<file path="config.mk">
export PLATFORM = sky130hd
export DESIGN_NAME = key_press_decoder_flat
export DESIGN_NICKNAME = d
export VERILOG_FILES = /design/src/rtl/key_press_decoder_if.sv /design/src/rtl/key_press_decoder.sv /design/src/flat_wrapper.sv
export SDC_FILE = /design/constraint.sdc
export NUM_CORES = 1
export LEC_CHECK = 0
export BUFFER_PORTS_ARGS = -buffer_cell sky130_fd_sc_hd__buf_2
export CORE_MARGIN = 1
export CORE_UTILIZATION = 65
export DETAILED_ROUTE_END_ITERATION = 10
export HOLD_SLACK_MARGIN = 0.05
export PLACE_DENSITY = 0.92
export SLEW_MARGIN = 10
export SYNTH_ARGS = -nofsm -noshare
export SYNTH_HDL_FRONTEND = slang
export SYNTH_SLANG_ARGS = --single-unit
</file>
<file path="constraint.sdc">
create_clock -name sys_clk -period 7.7 [get_ports sys_clk]
set_input_delay 1.54 -clock sys_clk [delete_from_list [all_inputs] [get_ports sys_clk]]
set_output_delay 1.54 -clock sys_clk [all_outputs]
set_load 0.005 [all_outputs]
</file>
<file path="src/rtl/key_press_decoder_if.sv">
// rtl/key_press_decoder_if.sv - key level in, gesture pulses and busy out
// Groups the key input and the decoded gesture outputs of key_press_decoder.
interface key_press_decoder_if;
   logic key_in;
   logic short_press;
   logic long_press;
   logic double_press;
   logic busy;

   modport master (
      output key_in,
      input  short_press,
      input  long_press,
      input  double_press,
      input  busy
   );

   modport slave (
      input  key_in,
      output short_press,
      output long_press,
      output double_press,
      output busy
   );
endinterface

</file>
<file path="src/rtl/key_press_decoder.sv">
// rtl/key_press_decoder.sv - single-key short/long/double press gesture decoder
// Turns a debounced active-low key level into one registered pulse per gesture.
module key_press_decoder #(
   parameter logic [25:0] CNT_LONG = 26'd49_999_999,
   parameter logic [25:0] CNT_DBL  = 26'd12_499_999
) (
   input logic             sys_clk,
   input logic             sys_rst_n,
   key_press_decoder_if.slave kp
);

   typedef enum logic [2:0] {
      IDLE   = 3'd0,
      PRESS1 = 3'd1,
      WAIT2  = 3'd2,
      PRESS2 = 3'd3,
      HOLD   = 3'd4
   } state_t;

   state_t      state_q, state_d;
   logic [25:0] cnt_q, cnt_d, cnt_lim;
   logic        key_q;
   logic        arm_q;
   logic        short_q, short_d;
   logic        long_q, long_d;
   logic        dbl_q, dbl_d;
   logic        busy_q;
   logic        press_edge;
   logic        release_edge;

   // arm_q blocks a key that was already held when reset was released
   assign press_edge   = arm_q & key_q & ~kp.key_in;
   assign release_edge = ~key_q & kp.key_in;

   always_comb begin
      state_d = state_q;
      short_d = 1'b0;
      long_d  = 1'b0;
      dbl_d   = 1'b0;
      unique case (state_q)
         IDLE: begin
            if (press_edge) state_d = PRESS1;
         end
         PRESS1: begin
            // reaching the long threshold outranks a simultaneous release
            if (cnt_q == CNT_LONG) begin
               state_d = HOLD;
               long_d  = 1'b1;
            end else if (release_edge) begin
               state_d = WAIT2;
            end
         end
         WAIT2: begin
            if (press_edge) begin
               state_d = PRESS2;
            end else if (cnt_q == CNT_DBL) begin
               state_d = IDLE;
               short_d = 1'b1;
            end
         end
         PRESS2: begin
            if (release_edge) begin
               state_d = IDLE;
               dbl_d   = 1'b1;
            end
         end
         HOLD: begin
            if (kp.key_in) state_d = IDLE;
         end
         default: state_d = IDLE;
      endcase
   end

   always_comb begin
      cnt_lim = '0;
      unique case (state_q)
         PRESS1:  cnt_lim = CNT_LONG;
         WAIT2:   cnt_lim = CNT_DBL;
         default: cnt_lim = '0;
      endcase
   end

   always_comb begin
      cnt_d = cnt_q;
      if (state_d != state_q) begin
         cnt_d = '0;
      end else if (cnt_q < cnt_lim) begin
         cnt_d = cnt_q + 26'd1;
      end
   end

   always_ff @(posedge sys_clk or negedge sys_rst_n) begin
      if (!sys_rst_n) begin
         state_q <= IDLE;
         cnt_q   <= '0;
         key_q   <= 1'b1;
         arm_q   <= 1'b0;
         short_q <= 1'b0;
         long_q  <= 1'b0;
         dbl_q   <= 1'b0;
         busy_q  <= 1'b0;
      end else begin
         state_q <= state_d;
         cnt_q   <= cnt_d;
         key_q   <= kp.key_in;
         arm_q   <= arm_q | kp.key_in;
         short_q <= short_d;
         long_q  <= long_d;
         dbl_q   <= dbl_d;
         busy_q  <= (state_d != IDLE);
      end
   end

   assign kp.short_press  = short_q;
   assign kp.long_press   = long_q;
   assign kp.double_press = dbl_q;
   assign kp.busy         = busy_q;

endmodule
</file>
<file path="src/flat_wrapper.sv">
// flat-port wrapper written by rule: the top's interface ports become plain ports
module key_press_decoder_flat 
#(
   parameter logic [25:0] CNT_LONG = 26'd49_999_999,
   parameter logic [25:0] CNT_DBL  = 26'd12_499_999
)
  (sys_clk, sys_rst_n, kp_key_in, kp_short_press, kp_long_press, kp_double_press, kp_busy);
  key_press_decoder_if kp_i ();
  input logic sys_clk;
  input logic sys_rst_n;
  input wire logic [$bits(kp_i.key_in)-1:0] kp_key_in;
  output wire logic [$bits(kp_i.short_press)-1:0] kp_short_press;
  output wire logic [$bits(kp_i.long_press)-1:0] kp_long_press;
  output wire logic [$bits(kp_i.double_press)-1:0] kp_double_press;
  output wire logic [$bits(kp_i.busy)-1:0] kp_busy;
  assign kp_i.key_in = kp_key_in;
  assign kp_short_press = kp_i.short_press;
  assign kp_long_press = kp_i.long_press;
  assign kp_double_press = kp_i.double_press;
  assign kp_busy = kp_i.busy;
  key_press_decoder #(.CNT_LONG(CNT_LONG), .CNT_DBL(CNT_DBL)) u_core (.sys_clk(sys_clk), .sys_rst_n(sys_rst_n), .kp(kp_i));
endmodule
</file>
==> results of run 1 <==
[worst min-delay path by stage]
stage	to	slack, ps	cells after the start
2_1_floorplan	u_core.arm_q	460	1
3_3_place_gp	u_core.arm_q	480	1
3_5_place_dp	u_core.arm_q	480	1
4_1_cts	u_core.arm_q	500	1
5_1_grt	u_core.arm_q	530	1
6_report	u_core.arm_q	510	1
[cell type report]
class / instances / share of cell area
inverter: 6 / 0.008763
multi-input combinational: 215 / 0.5803
clock buffer: 7 / 0.03359
clock inverter: 1 / 0.001947
tap: 46 / 0.02240
timing repair buffer: 6 / 0.01168
sequential: 35 / 0.3413
[stage by stage]
step / util / instance area [um2] / total power [uW] / worst slack [ps]
final: 0.7410 / 2570 / 492.2 / 3952
after CTS: 0.7410 / 2570 / 492.2 / 3967
after global routing: 0.7410 / 2570 / 517.9 / 3622
after global placement: 0.7146 / 2479 / 341.9 / 4162
after floorplan: - / 2436 / 317.9 / 4515
after detailed placement: 0.7146 / 2479 / 352.6 / 4027
[synthesized netlist by cell type, types with 2 or more instances]
cell,number
a211oi_1,3
a21oi_1,24
and2_1,4
and3_1,2
and4_1,4
buf_2,3
clkbuf_1,5
dfrtp_1,34
ha_1,21
inv_1,6
nand2_1,20
nand3_1,7
nand4_1,9
nand4b_1,2
nor2_1,16
nor2b_1,5
nor3_1,4
nor4_1,8
o211ai_1,5
o211ai_2,2
o21a_1,2
o21ai_0,8
o21ai_1,11
o31ai_1,7
or3_1,12
or3_4,2
or4_1,12
or4b_2,2
xnor2_1,2
xor2_1,2
[worst max-delay path, delay by kind of cell, from the launching register on]
kind	cells	cell delay [ps]
compound gates	4	1190
flops	1	550
simple gates	5	1640
fa+ha+maj	1	300
[sequential cells by signal, indices dropped and copies added, names as in the netlist]
register / count
u_core.kp.long_press: 1
u_core.key_q: 1
u_core.arm_q: 1
u_core.state_q: 3
u_core.kp.busy: 1
u_core.kp.double_press: 1
u_core.cnt_q: 26
u_core.kp.short_press: 1
[placed cells by master (no fill, tap or decap), types with 3 or more instances in the layout]
cell type and count:
a211oi_1 3, a21oi_1 24, and2_1 4, and4_1 4, buf_2 6, clkbuf_8 6, dfrtp_1 34, ha_1 21
inv_1 6, nand2_1 20, nand3_1 7, nand4_1 9, nor2_1 16, nor2b_1 5, nor3_1 4, nor4_1 8
o211ai_1 5, o21ai_0 8, o21ai_1 11, o31ai_1 7, or3_1 12, or4_1 12
[where the power goes]
part | total, uW | switching (uW) | internal, uW
Clock | 136 | 64.1 | 72.1
Sequential | 220 | 22.9 | 197
Combinational | 136 | 81.8 | 54.6
[routing by layer]
metal	vias up	part of all wire	track usage
met5	-	0	0
met4	0	0.035	0.1619
met3	26	0.077	0.07246
met2	102	0.47	0.4906
met1	1045	0.42	0.4088
li1	1032	-	-
[cell families (layout without fill, tap and decap cells)]
kind of cell | Yosys count | after routing | share of synthesized area
xor+xnor | 4 | 4 | 0.01438
mux | 1 | 1 | 0.004109
fa+ha+maj | 21 | 21 | 0.1079
compound gates | 74 | 74 | 0.2085
flops | 35 | 35 | 0.3600
buf+inv | 15 | 20 | 0.02773
simple gates | 115 | 115 | 0.2774
==> results.cfg, run 1 <==
[outcome]
status = finished, final reports clean

[final_layout]
finish.cell_count_without_fillers = 316
seq_area_um2 = 877.1
syn_to_final_growth_pct = 5.495
num-fill-cells = 247
number_of_antenna_cells_inserted = 0
final_layout_size_suffix_gt1_frac = 0.08889
multi_input_area_um2 = 1491
nNetsFinal = 293

[sta]
max-slew-margin-rel = 0.4568
max_slew.worst_pin.slew_ps = 814.8
report.final.slew_viol_count = 0
final.hold.worst_slack_ps = 509.4
grt_setup_unrepaired = no
final.period_utilization = 0.4868
setup-tns-final_ps = 0
finalHoldViolCount = 0
final_period_minus_worst_setup_slack_ps = 3748
setup_viol = 0
timing.fmax_mhz = 266.8
clock-skew-final_ps = 4.455

[synth]
synth_enable_flop_cells = 0
syn-num-nets = 289
post_synth_inst_count = 265
ys_types = 51
yosys_register_bits = 35
synth_warnings = 0
post_synth.cell_area_avg_um2 = 9.193
synth_top_cell_by_area = dfrtp_1
post_synth_design_cell_area_um2 = 2436
async_s_r_ff_share_synth = 1.000
synth_flop_cell = dfrtp_1
yosys-top-cells-area = dfrtp_1 (35%), ha_1 (11%), a21oi_1 (4.9%), or4_1 (3.7%), nand2_1 (3.1%)
seq_area_frac_synth = 0.3600
synth.top_cell.area_share = 0.3493

[worst_hold_path]
hold_path_class = reg -> reg
timing.hold.worst.start = u_core.arm_q

[detailed_routing]
drt_iter0_markers = 226
vias = 2205
wire_per_inst_um = 18.17
wirelength_um = 5743
avgViaCountPerCell = 6.978
ant_nets = 0
drc = 0
drt_pre_antenna_iters = 4

[run]
max_cap_viol_count = 0

[critical_path]
timing.critical_path.required_ps = 7900
worst_setup_path_endpoint = u_core.cnt_q[21]
timing.critical_path.to_type = flop
worst-path-max-fanout = 20
start_kind = flop
timing.critical_path.mode_cell = a21oi_1
slowest_stage = dfrtp_1
regToRegStartpoint = u_core.state_q[0]
worstSetupPathType = reg -> reg
reg2reg_slack_ps = 3950
critical-path-max-stage-delay_ps = 550
worstReg2RegEnd = u_core.cnt_q[21]
critical_path.startpoint = u_core.state_q[0]
worst-endpoint-arrival_ps = 3950
worstPathCellList = nor2b_1 > nand2b_1 > and2_1 > ha_1 > nor4_1 > a21oi_1 > a2111oi_4 > o211ai_2 > or4_1 > a21oi_1
worst-r2r-cell-count = 10

[floorplanning]
fp.dieW_um = 63.22
core_area_um2 = 3468
rows = 21
starting_density_of_the_core = 0.7024
die_height_um = 63.22
floorplan_die_area_um2 = 3997
boundary_pins = 7

[placement]
port-buffer-count = 6
detailed_place_hpwl_um = 4130
routabilityCongestion = 0.9272
placedCellCount = 308

[clocking]
clkTransAtPathRegs_ps = 70
h-tree-depth = 2
post_cts_resize_count = 0
root_buffer = clkbuf_8
cts_num_sinks = 35
tritoncts = done
cts_buffers = 5
clock_latency_ps = 280
clockBufferDepth = 2
post_cts_hold_buffer_count = 0
cts_post_setup_buffers_inserted = 0

[global_routing]
grt_max_degree = 36
first_global_vias = 2139
grt_first_pass_wirelength_um = 9839
gr-total-overflow = 0
track_usage = 0.3154
grt_antenna_before_repair = 0

[pwr]
max-vdd-ir-drop_v = 0.0001193
p_leak_uw = 0.001036
power_per_cell_area_nw_per_um2 = 191.5
(Power assumes the default switching activity.)
==> inputs of run 2 (changes only) <==
Settings changed: ABC_AREA set to 1, CORE_UTILIZATION 65 to 63, PLACE_DENSITY 0.92 to 0.89.
Clock period 7.7 ns to 3.47 ns, I/O delays scaled along.
==> run 2 against run 1 <==
Register-to-register slack lost 3400 ps. Critical path type unchanged. Largest cell class unchanged. Cell count grew 52%. Fmax grew 26%. Via count grew 28%. Synthesized cell count grew 59%. Die area grew 18%. Combinational power grew to 3.9 times the previous value. Clock power grew 150%.
==> results.cfg, run 2 <==
[pwr]
comb_power_share = 0.395
max-vdd-ir-drop_v = 0.0003551
power_frac_clock = 0.252
cell_internal_pwr_uw = 795.1
power_per_cell_area_nw_per_um2 = 451.4
switching_share = 0.4050
power.share.sequential = 0.354
p_leak_uw = 0.001569
switchingPower_uw = 541.1
report.power.total_uw = 1336

[final_layout]
flip_flop_count_of_the_largest_register_after_layout = 26
number_of_antenna_cells_inserted = 0
finish.cell_count_without_fillers = 479
layout_commonest_cell = nand2_1
layout.cell_area.non_filler_um2 = 2960
layout_common_cells = nand2_1 (91), nor2_1 (77), inv_1 (69)
nNetsFinal = 452
final_layout_size_suffix_gt1_frac = 0.1096
num-fill-cells = 345
biggestRegsByFlops = u_core.cnt_q (26), u_core.state_q (3)
largest_register = u_core.cnt_q
syn_to_final_growth_pct = 5.343

[synth]
syn-num-nets = 446
synth.top_cell.area_share = 0.3028
seq_area_frac_synth = 0.3121
synth_top_cell_by_area = dfrtp_1
synth_flop_cell = dfrtp_1
post_synth_inst_count = 422
yosys-top-cells-area = dfrtp_1 (30%), nand2_1 (12%), nor2_1 (10%), ha_1 (9.3%), inv_1 (9.2%)
synth_enable_flop_cells = 0
async_s_r_ff_share_synth = 1.000
yosys_register_bits = 35
post_synth_design_cell_area_um2 = 2810
yosys-top-cells-count = nand2_1 (91), nor2_1 (77), inv_1 (69)
ys_types = 28
synthMostInstantiatedCell = nand2_1
synth_warnings = 0
post_synth.cell_area_avg_um2 = 6.659

[detailed_routing]
wire_per_inst_um = 14.67
drt_iter0_markers = 213
avgViaCountPerCell = 5.889
vias = 2821
drc = 0
wirelength_um = 7027
ant_nets = 0
drt_pre_antenna_iters = 5

[clocking]
cts_buffers = 5
post_cts_hold_buffer_count = 0
post_cts_resize_count = 0
tritoncts = done
cts_num_sinks = 35
clock_latency_ps = 290
root_buffer = clkbuf_8
clkTransAtPathRegs_ps = 70
clockBufferDepth = 2
h-tree-depth = 2
cts_post_setup_buffers_inserted = 0

[critical_path]
start_kind = flop
worst-r2r-cell-count = 16
slowest_stage = dfrtp_1
reg2reg_slack_ps = 500
worst-endpoint-arrival_ps = 3160
critical_path.top_delay_family = simple AND/OR/NAND/NOR gates
worst-path-max-fanout = 23
critical-path-max-stage-delay_ps = 440
timing.critical_path.required_ps = 3660
worstSetupPathDepth = 16
worstPathCellList = inv_1 > nand3_2 > nand2_2 > inv_1 > ha_1 > nand2_1 > nor2_1 > nand4_1 > nor2_1 > nand2_4 > nand2_4 > inv_2 > nand2_1 > nand2_1 > inv_1 > nor2_1
critical_path.n_buffers_inverters = 4
worstSetupPathType = reg -> reg
timing.critical_path.to_type = flop
worstReg2RegEnd = u_core.cnt_q[16]
regToRegStartpoint = u_core.state_q[2]

[global_routing]
grt_first_pass_wirelength_um = 11720
met1_usage = 0.4369
grt_use_met2 = 0.5392
global_route.usage.met3 = 0.06579
track_usage = 0.3384
gr-total-overflow = 0
grt_most_used_layer = met2
grt_antenna_before_repair = 0
grt_max_degree = 36
first_global_vias = 2652

[placement]
port-buffer-count = 6
detailed_place_hpwl_um = 5131
routabilityCongestion = 0.9687
placedCellCount = 471
dpl_cell_area_um2 = 2856

[sta]
timing.fmax_mhz = 337.1
report.final.slew_viol_count = 0
finalHoldViolCount = 0
setup_viol = 0
max-slew-margin-rel = 0.4754
grt_setup_unrepaired = no
max_slew.worst_pin.slew_ps = 786.9
final_period_minus_worst_setup_slack_ps = 2967
setup-tns-final_ps = 0
final.period_utilization = 0.8549
clock-skew-final_ps = 3.731

[worst_hold_path]
hold_path_class = in -> async

[run]
max_cap_viol_count = 0

[floorplanning]
starting_density_of_the_core = 0.6781
core_area_um2 = 4144
fp.dieW_um = 68.79
boundary_pins = 7
floorplan_die_area_um2 = 4731
die_height_um = 68.79
rows = 23

[outcome]
status = finished, final reports clean
==> run 2: changes by cell type in the layout (fill, tap and decap cells not counted), moves of 9 or more <==
cell	delta
or3_1	-12
a21oi_1	-13
nor2_1	+61
nand4_1	+13
o21ai_1	-9
nand2_1	+71
nand3_1	+36
or4_1	-12
inv_1	+63
==> run 2: logic make-up after synthesis <==
kind of cell	after synthesis	synth area share
flops	35	0.3121
buf+inv	83	0.1220
fa+ha+maj	21	0.09350
simple gates	255	0.4065
compound gates	27	0.06277
xor+xnor	1	0.003117
==> run 2: worst max path at each step <==
stage / endpoint / slack (ps) / startpoint
floorplan: u_core.cnt_q[13] / 1160 / u_core.state_q[2]
global placement: u_core.cnt_q[1] / 670 / u_core.state_q[2]
detailed placement: u_core.cnt_q[16] / 580 / u_core.state_q[2]
CTS: u_core.cnt_q[25] / 540 / u_core.state_q[2]
global route: u_core.cnt_q[22] / 240 / u_core.state_q[2]
finish: u_core.cnt_q[16] / 500 / u_core.state_q[2]
==> run 2: stage by stage <==
stage               utilization  hold WS (ps)  setup slack [ps]
CTS                      0.7144         497.1             542.9
finish                   0.7144         478.9             503.3
floorplan                     -         398.4              1156
global placement         0.6893         453.0             667.9
global route             0.7144         509.2             238.9
detailed placement       0.6893         478.1             578.7
==> run 2: per-layer routing <==
| metal | vias to the layer above | wire length [um] |
|---|---|---|
| li1 | 1350 | - |
| met1 | 1309 | 2946 |
| met2 | 135 | 3267 |
| met3 | 27 | 574 |
| met4 | 0 | 238 |
| met5 | - | 0 |
==> run 2: power by group through the flow <==
stage	registers, uW	logic [uW]	clock network [uW]
final	473	527	336
after global routing	477	606	349
after CTS	472	519	336
after detailed placement	480	514	0
after global placement	478	492	0
after floorplan	469	405	0
==> run 2: layout make-up <==
type,count,area [um2],share of cell area
Tap cell,50,62.56,0.02113
Clock buffer,7,96.34,0.03254
Clock inverter,1,7.507,0.002536
Inverter,73,274.0,0.09256
Multi-Input combinational cell,304,1590,0.5372
Sequential cell,35,877.1,0.2963
Timing Repair Buffer,9,52.55,0.01775
==> run 2: worst reg2reg max path, cell delays in order (launching register included) <==
cell and delay, ps:
dfrtp_1 440, inv_1 150, nand3_2 210, nand2_2 120, inv_1 210, ha_1 380, nand2_1 50, nor2_1 110
nand4_1 130, nor2_1 220, nand2_4 210, nand2_4 270, inv_2 130, nand2_1 90, nand2_1 60, inv_1 50
nor2_1 40
==> inputs of run 3 (changes only) <==
Settings changed: CORE_UTILIZATION 63 to 57, CTS_CLUSTER_DIAMETER set to 80, PLACE_DENSITY 0.89 to 0.86, SKIP_CTS_REPAIR_TIMING set to 1.
Clock period 3.47 ns to 2.4 ns, I/O delays scaled along.
==> run 3 against run 2 <==
The run now ends with negative setup slack left. Die area up 10%. Combinational power increased by 110%. Critical path depth down 1. Sequential share of layout area down 3.4 points. Core utilization decreased by 0.63 points. Worst setup slack got worse by 660 ps. Critical path type unchanged. Critical endpoint is now u_core.cnt_q[0]. Largest cell class unchanged.
==> results.cfg, run 3 (synthesis gave the netlist of run 2 again) <==
[outcome]
status = finished, violations left
violations = negative setup slack

[placement]
port-buffer-count = 6
placedCellCount = 501
routabilityCongestion = 0.9214
detailed_place_hpwl_um = 5206
dpl_cell_area_um2 = 3013

[detailed_routing]
ant_nets = 0
drt_iter0_markers = 277
drt_pre_antenna_iters = 4
drc = 0
avgViaCountPerCell = 5.728
vias = 2944
wire_per_inst_um = 15.25
wirelength_um = 7839

[critical_path]
slowest_stage = dfrtp_1
worst-endpoint-arrival_ps = 2750
start_kind = flop
worst-path-max-fanout = 8
critical_path.n_buffers_inverters = 3
critical_path.top_delay_family = simple AND/OR/NAND/NOR gates
timing.critical_path.to_type = flop
worstSetupPathType = reg -> reg
critical-path-max-stage-delay_ps = 430
worstPathCellList = nor2_2 > nand2_2 > nand2_2 > clkinvlp_4 > buf_12 > ha_4 > nand2_4 > nor2_4 > nand4_1 > a21oi_2 > nor2_4 > nand2_4 > buf_12 > xor2_1 > nor2_1
timing.critical_path.required_ps = 2600

[pwr]
power_per_cell_area_nw_per_um2 = 664.2
report.power.total_uw = 2221
p_leak_uw = 0.001683
max-vdd-ir-drop_v = 0.0003389

[global_routing]
gr-total-overflow = 0
grt_antenna_before_repair = 0
grt_max_degree = 36
first_global_vias = 2672
grt_first_pass_wirelength_um = 11780
track_usage = 0.2927

[clocking]
cts_num_sinks = 35
clock_latency_ps = 300
tritoncts = done
h-tree-depth = 2
cts_buffers = 5
clkTransAtPathRegs_ps = 80
clockBufferDepth = 2
root_buffer = clkbuf_8

[floorplanning]
die_height_um = 72.22
boundary_pins = 7
fp.dieW_um = 72.22
rows = 25
core_area_um2 = 4723
floorplan_die_area_um2 = 5215
starting_density_of_the_core = 0.5950

[final_layout]
syn_to_final_growth_pct = 19.01
layout.cell_area.non_filler_um2 = 3344
biggestRegsByFlops = u_core.cnt_q (26), u_core.state_q (3)
finish.cell_count_without_fillers = 514
largest_register = u_core.cnt_q
flip_flop_count_of_the_largest_register_after_layout = 26
nNetsFinal = 470
layout_commonest_cell = nand2_1
number_of_antenna_cells_inserted = 0
layout_common_cells = nand2_1 (87), nor2_1 (70), inv_1 (66)
final_core_util = 0.7081
final_layout_size_suffix_gt1_frac = 0.2192

[sta]
timing.fmax_mhz = 391.8
setup-tns-final_ps = -2613
final.period_utilization = 1.063
report.final.slew_viol_count = 0
max-slew-margin-rel = 0.4774
grt_setup_unrepaired = yes
finalWorstSetupSlack_ps = -152.2
max_slew.worst_pin.slew_ps = 783.8
finalHoldViolCount = 0
final_period_minus_worst_setup_slack_ps = 2552
setup_viol = 26
clock-skew-final_ps = 8.043

[worst_hold_path]
hold_path_class = in -> async

[run]
max_cap_viol_count = 0
==> run 3: cell count changes in the layout (fill, tap and decap cells not counted), sizes merged <==
cell / delta
clkinv: +1
clkbuf: -2
inv: -1
buf: +18
clkinvlp: +2
==> run 3: worst paths after layout <==
check	startpoint	to	slack, ps	cells past startpoint
worst max-delay path	u_core.state_q[2]	u_core.cnt_q[0]	-150	15
worst min-delay path	sys_rst_n	u_core.kp.busy	250	1
worst max register to register	u_core.state_q[2]	u_core.cnt_q[0]	-150	15
worst min register to register	u_core.arm_q	u_core.arm_q	470	1
max in group asynchronous	sys_rst_n	u_core.cnt_q[18]	1650	1
min in group sys_clk	kp_key_in	u_core.key_q	290	1
==> run 3: metrics by stage <==
stage | setup WS [ps] | hold WS, ps
3_5_place_dp | -121.0 | 452.9
6_report | -152.2 | 251.0
3_3_place_gp | 6.621 | 454.9
5_1_grt | -277.1 | 288.8
4_1_cts | -172.4 | 283.9
2_1_floorplan | 86.31 | 184.4
==> run 3: final cells by class <==
cell class                      count  area, um2
Sequential cell                    35      877.1
Tap cell                           67      83.83
Clock buffer                        5      68.82
Inverter                           73      280.3
Multi-Input combinational cell    304       1758
Clock inverter                      3      20.02
Fill cell                         364       1379
Timing Repair Buffer               27      256.5
==> run 3: routing by layer <==
metal	global-route usage	part of all wire	up-vias
li1	-	-	1390
met1	0.3483	0.40	1373
met2	0.5036	0.48	139
met3	0.06389	0.078	42
met5	0	0	-
met4	0.1351	0.048	0
==> run 3: where the power goes <==
| part | switching, uW | internal (uW) |
|---|---|---|
| Sequential | 41.9 | 632 |
| Combinational | 655 | 441 |
| Clock | 249 | 202 |
